File: src/rtl/vector_sweep_capture.sv
// +----------------------------------------------------------------------------+
// | vector_sweep_capture                                                       |
// | Walks all 16 vectors through a 4-in/2-out stage and captures its outputs. |
// | Rev 1.0                                                                    |
// +----------------------------------------------------------------------------+
`default_nettype none

module vector_sweep_capture #(
  parameter int SETTLE_CYCLES = 2
) (
  input  logic       clk,
  input  logic       rst_n,
  input  logic       start,
  input  logic       W1,
  input  logic       W2,
  output logic       A,
  output logic       B,
  output logic       C,
  output logic       D,
  output logic       busy,
  output logic       done,
  input  logic [3:0] rd_addr,
  output logic [1:0] rd_data,
  output logic [4:0] ones_w1,
  output logic [4:0] ones_w2
);

  localparam logic [3:0] c_settle = 4'(SETTLE_CYCLES);

  typedef enum logic [1:0] {
    S_IDLE   = 2'd0,
    S_SETTLE = 2'd1,
    S_SAMPLE = 2'd2
  } state_t;

  state_t     r_state;
  state_t     w_state_nxt;
  logic [3:0] r_vec;
  logic [3:0] r_cnt;
  logic       r_done;
  logic [4:0] r_ones_w1;
  logic [4:0] r_ones_w2;
  logic [1:0] r_rd_data;
  logic [1:0] r_mem [16];
  logic       w_accept;
  logic       w_capture;
  logic       w_last;

  always_ff @(posedge clk or negedge rst_n) begin
    if (!rst_n) begin
      r_state <= S_IDLE;
    end else begin
      r_state <= w_state_nxt;
    end
  end

  always_comb begin
    w_state_nxt = r_state;
    w_accept    = 1'b0;
    w_capture   = 1'b0;
    w_last      = (r_vec == 4'd15);
    case (r_state)
      S_IDLE: begin
        if (start) begin
          w_accept    = 1'b1;
          w_state_nxt = S_SETTLE;
        end
      end
      S_SETTLE: begin
        if (r_cnt == 4'd1) begin
          w_state_nxt = S_SAMPLE;
        end
      end
      S_SAMPLE: begin
        w_capture   = 1'b1;
        w_state_nxt = w_last ? S_IDLE : S_SETTLE;
      end
      default: w_state_nxt = S_IDLE;
    endcase
  end

  // Vector index, settle timer, counters and the result store share one reset.
  always_ff @(posedge clk or negedge rst_n) begin
    if (!rst_n) begin
      r_vec     <= 4'd0;
      r_cnt     <= 4'd0;
      r_done    <= 1'b0;
      r_ones_w1 <= 5'd0;
      r_ones_w2 <= 5'd0;
      r_rd_data <= 2'b00;
      for (int i = 0; i < 16; i++) begin
        r_mem[i] <= 2'b00;
      end
    end else begin
      r_rd_data <= r_mem[rd_addr];
      if (w_accept) begin
        r_vec     <= 4'd0;
        r_cnt     <= c_settle;
        r_done    <= 1'b0;
        r_ones_w1 <= 5'd0;
        r_ones_w2 <= 5'd0;
      end else if (r_state == S_SETTLE) begin
        r_cnt <= r_cnt - 4'd1;
      end else if (w_capture) begin
        r_mem[r_vec] <= {W2, W1};
        r_ones_w1    <= r_ones_w1 + {4'd0, W1};
        r_ones_w2    <= r_ones_w2 + {4'd0, W2};
        if (w_last) begin
          r_done <= 1'b1;
        end else begin
          r_vec <= r_vec + 4'd1;
          r_cnt <= c_settle;
        end
      end
    end
  end

  assign {A, B, C, D} = (r_state == S_IDLE) ? 4'b0000 : r_vec;
  assign busy    = (r_state != S_IDLE);
  assign done    = r_done;
  assign rd_data = r_rd_data;
  assign ones_w1 = r_ones_w1;
  assign ones_w2 = r_ones_w2;

endmodule

`default_nettype wire
File: config.mk
export PLATFORM = sky130hd
export DESIGN_NAME = vector_sweep_capture
export DESIGN_NICKNAME = d
export VERILOG_FILES = /design/src/rtl/vector_sweep_capture.sv
export SDC_FILE = /design/constraint.sdc
export NUM_CORES = 1
export LEC_CHECK = 0
export CAP_MARGIN = 25
export CORE_UTILIZATION = 55
export CTS_BUF_LIST = sky130_fd_sc_hd__clkbuf_8
export CTS_CLUSTER_SIZE = 8
export DETAILED_ROUTE_END_ITERATION = 6
export GPL_TIMING_DRIVEN = 0
export HOLD_SLACK_MARGIN = 0.15
export PLACE_DENSITY_LB_ADDON = 0.08
export RECOVER_POWER = 25
export SLEW_MARGIN = 0
export SYNTH_ARGS = -nofsm -noshare
export SYNTH_HDL_FRONTEND = slang
export SYNTH_SLANG_ARGS = --single-unit
File: constraint.sdc
create_clock -name clk -period 3 [get_ports clk]
set_input_delay 0.9 -clock clk [delete_from_list [all_inputs] [get_ports clk]]
set_output_delay 0.9 -clock clk [all_outputs]
set_load 0.005 [all_outputs]
# Word level (Yosys, flattened, before mapping)
# Cells that the tools add are included.
# Widths: inputs -> output; s select.
[classes] n_addsub=4 n_mul=0 div=0 order_cmp=3 n_eq_ne=9 shift=0 muxes=32 bitwise_logic=4 n_reduce_logical=12
[ops] op="$mux 4" n=9
[ops] op="$bwmux 32" n=1
[ops] op="$mux 5" n=6
[ops] op="$add 5x1->5" n=2
[ops] op="$ge 5x5->1 const B" n=2
[ops] op="$mux 2" n=5
[ops] op="$not 4->5" n=2
[ops] op="$reduce_and 3->1" n=3
[ops] op="$bmux 2 s4" n=1
[ops] op="$demux 2 s4" n=1
[ops] op="$mux 1" n=8
[ops] op="$ne 2x2->1 const B" n=4
[ops] op="$pmux 2 s3" n=1
[ops] op="$reduce_and 2->1" n=3
[ops] op="$reduce_bool 2->1" n=3
[ops] op="$lt 5x1->1 const B" n=1
[ops] op="$add 4x1->4 const B" n=1
[ops] op="$eq 4x1->1 const B" n=1
[ops] op="$eq 4x4->1 const B" n=1
[ops] op="$sub 4x1->4 const B" n=1
[ops] op="$ne 3x2->1 const B" n=1
[ops] op="$reduce_bool 3->1" n=1
[ops] op="$eq 2x1->1 const B" n=1
[ops] op="$eq 2x2->1 const B" n=1
[ops] op="other kinds (3)" n=4
[totals] reg_bits=55 latchBits=0 mem_bits_rw=0 romBits=0 input_bits=9 output_inout_bits=18 word_cells=87 n_memories=0

# Longest topological paths before layout
[logic_depth] ltp_word=6 ltp_mapped=5 ltp_nobuf=5

# Worst setup path before layout
# Ideal clock, no wire load.
[synth_path] kind="input-to-reg" start="input rd_addr[0]" end="register r_rd_data[1], in the netlist rd_data[1]" setup_time_ps=127 t_arrival_ps=1782 required_ps=2873 setup_slack_ps=1091 path_stages=4 n_path_buf=1 cell_sequence="buf_6 -> mux4_2 -> a22oi_1 -> nand3_1"
[synth_between] elab_chain_cells=4
[synth_rtl] element="from (decl)" line_no="22" rtl="input logic [3:0] rd_addr,"
[synth_rtl] element="$not 4->5 (implied by the code)" line_no="95" rtl="r_rd_data <= r_mem[rd_addr];"
[synth_rtl] element="$bmux 2 s4" line_no="95"
[synth_rtl] element="$mux 2 (implied by the code) (2 in a row)" line_no="95"
[synth_rtl] element="to (signal assigned)" line_no="95"
[synth_rtl] element="to (decl)" line_no="43" rtl="logic [1:0] r_rd_data;"
# Every way passes these cells. The select of a mux whose other input is x is not followed.
# A chain may end at the register's enable or synchronous reset.

# Worst setup path in the final report
[layout_path] start="register r_state[1]" end="output B"
[layout_between] elab_chain_cells=2
[layout_rtl] element="from (decl)" line_no="36" rtl="state_t r_state;"
[layout_rtl] element="from (signal assigned)" line_no="53" rtl="r_state <= w_state_nxt;"
[layout_rtl] element="$logic_not 2->1" line_no="118" rtl="assign {A, B, C, D} = (r_state == S_IDLE) ? 4'b0000 : r_vec;"
[layout_rtl] element="$mux 4" line_no="118"
[layout_rtl] element="to (decl)" line_no="17" rtl="output logic B,"
# Every way passes these cells.

==> flow_summary.yaml <==
logic_synthesis:
  syn_inst: 226
  syn_avg_cell_area_um2: 12.2
  synth.top_cells.by_area: "dfrtp_1 (50%), mux2_2 (14%), mux4_2 (6.6%)"
  synth-edff-count: 0
  syn_area_um2: 2750
  synth_seq_area_share: 0.501
  synth_top_area_cell: "dfrtp_1"
  synth.distinct_cells: 39
  postSynthNetCount: 245
  synth_seq_cells: 55
  async_flop_share: 1.00
  ys_dominant_reg_cell: "dfrtp_1"
  synth_warnings: 0
  synth_top_area_frac: 0.501
hold_path:
  worst_hold_path.endpoint: "ones_w2[4]"
  holdPathStages: 1
  min_path_type: "register to register"
  worstHoldStart: "ones_w2[4]"
placement:
  place_ws_ns: 0.357
  dp_hpwl_um: 3890
  io_buffers: 24
  gp_congestion: 0.893
  placed_cell_area_um2: 3090
timing:
  slew_headroom: 0.348
  holdWs_ns: 0.477
  tightest_slew_ns: 0.978
  hold_viol: 0
  rsz0062_at_grt: "no"
  setup_ws_ns: 0.279
  finalCritPeriodShare: 0.907
  fin_crit_ns: 2.72
  setup_violations: 0
  slew_viol_final: 0
  setup_tns_ns: 0
  worst_clock_skew_ns: 0.00425
  fmax_mhz: 368
die:
  core_area_um2: 4750
  die_w_um: 72.7
  start_util: 0.578
  fp.dieH_um: 72.7
  die-area_um2: 5280
  ios: 27
  rows: 25
outcome:
  status: "finished clean"
global_routing:
  grt_antenna_before_repair: 0
  grt_pass1_vias: 1833
  grt_max_degree: 39
  overflow: 0
  grt_pass1_wl_um: 9080
  track_usage: 0.229
route:
  ant_nets: 0
  drt-pass1-iter-count: 4
  vias_per_cell: 5.52
  highest_layer: "met4"
  dr_wl_met2_um: 2650
  routed-wl-met3_um: 140
  drc: 0
  num_vias: 1799
  routedLengthMet1_um: 2530
  wl_per_cell_um: 16.5
  drt_iter0_drc: 90
  wl_um: 5370
layout:
  syn2layout_area_growth_pct: 15.4
  diodes: 0
  fin_area_um2: 3170
  layout_common_cells: "dfrtp_1 (55), nand2_1 (34), mux2_2 (33)"
  fin_nets: 277
  drive_gt1_frac: 0.232
  final_common_cell: "dfrtp_1"
clocking:
  clk_pin_slew_worst_paths_ns: 0.09
  post-cts-setup-buffer-count: 0
  clock_path_buffers: 2
  cts_made_buffers: 5
  cts_tree: "done"
  clock_latency_ns: 0.30
  htreeDepth: 2
  clock-sinks: 55
  clock-root-buffer: "clkbuf_8"
  cts_hold_buf: 0
  post_cts_resized: 0
worst_setup_path:
  regToRegSetupSlack_ns: 1.36
  startpoint: "r_state[1]"
  rr_endpoint: "r_cnt[0]"
  endpoint_kind: "output port"
  start_kind: "register"
  r2r_cells: 5
  crit_fanout: 10
  cp_data_arrival_time_ns: 1.82
  critPathKind: "register to output port"
  crit-reg2reg-launch: "r_vec[0]"
  required_ns: 2.10
flow_run:
  drv_cap: 0
power:
  p_per_area_nw_per_um2: 603
  peakVddDrop_mv: 0.382
  p_leak_nw: 1.39
## report_power, final
| part | switching (mW) | internal, mW | leakage [nW] |
|---|---|---|---|
| registers | 0.0878 | 0.862 | 0.679 |
| logic | 0.249 | 0.277 | 0.659 |
| clock network | 0.229 | 0.208 | 0.0557 |
| total | 0.566 | 1.35 | 1.39 |
## cell type report
cell class / instances / area, um2
sequential: 55 / 1380
clock inverter: 1 / 3.75
fill: 387 / 1580
clock buffer: 7 / 96.3
buffer: 10 / 68.8
tap: 67 / 83.8
inverter: 5 / 18.8
multi-input combinational: 156 / 1280
timing repair buffer: 25 / 239
## flip-flops by register name (all words and copies together), names as in the netlist
signal and count:
r_vec 4, r_state 2, ones_w1 5, r_mem 32, ones_w2 5, rd_data 2, r_cnt 4, done 1
## per-layer routing
metal | global-route usage | up-vias
met1 | 0.309 | 891
met3 | 0.0304 | 6
met4 | 0.0871 | 0
met5 | 0 | -
li1 | - | 868
met2 | 0.381 | 34
## cells by family (layout without fill, tap and decap cells)
kind of cell,Yosys count,count (layout),synth area share
AND/OR/NAND/NOR,79,79,0.153
XOR/XNOR,1,1,0.00319
multiplexers,46,46,0.219
adder cells (fa/ha/maj),10,10,0.0455
flip-flops,55,55,0.501
buffers and inverters,15,48,0.0319
AO/OA/AOI/OAI,20,20,0.0464
## cells in the mapped netlist (2+ instances only)
cell type  instances
and2_1             2
o21bai_1           2
a21oi_1            5
inv_1              5
mux2_2            33
nor2b_1            5
clkbuf_1           4
ha_1              10
a22o_1             2
mux4_2             8
buf_6              3
buf_4              2
nand4_1            4
mux2i_1            4
or3_1              2
dfrtp_1           55
nand3_1           12
a22oi_1            3
nand2_1           34
nor2_1             8
o21ai_0            5
## critical path, cell delays in order (launching register included)
cell and delay, ns:
dfrtp_1 0.46, buf_4 0.20, nor2_1 0.30, nor2b_1 0.09, clkdlybuf4s50_1 0.47
## worst max path at each step
stage,endpoint,cells after the start,slack (ns)
after CTS,B,4,0.25
final,B,4,0.28
after detailed placement,ones_w2[2],5,0.36
after floorplan,rd_data[1],4,1.09
after global placement,ones_w2[1],1,-0.71
after global routing,B,4,0.15
## stage by stage
stage / util / std cells / power (mW)
2_1_floorplan: - / 226 / 1.31
4_1_cts: 0.670 / 326 / 1.93
5_1_grt: 0.667 / 326 / 2.04
3_3_place_gp: 0.646 / 317 / 1.48
3_5_place_dp: 0.649 / 318 / 1.50
6_report: 0.667 / 326 / 1.91
Power figures use the tool's default switching activity.
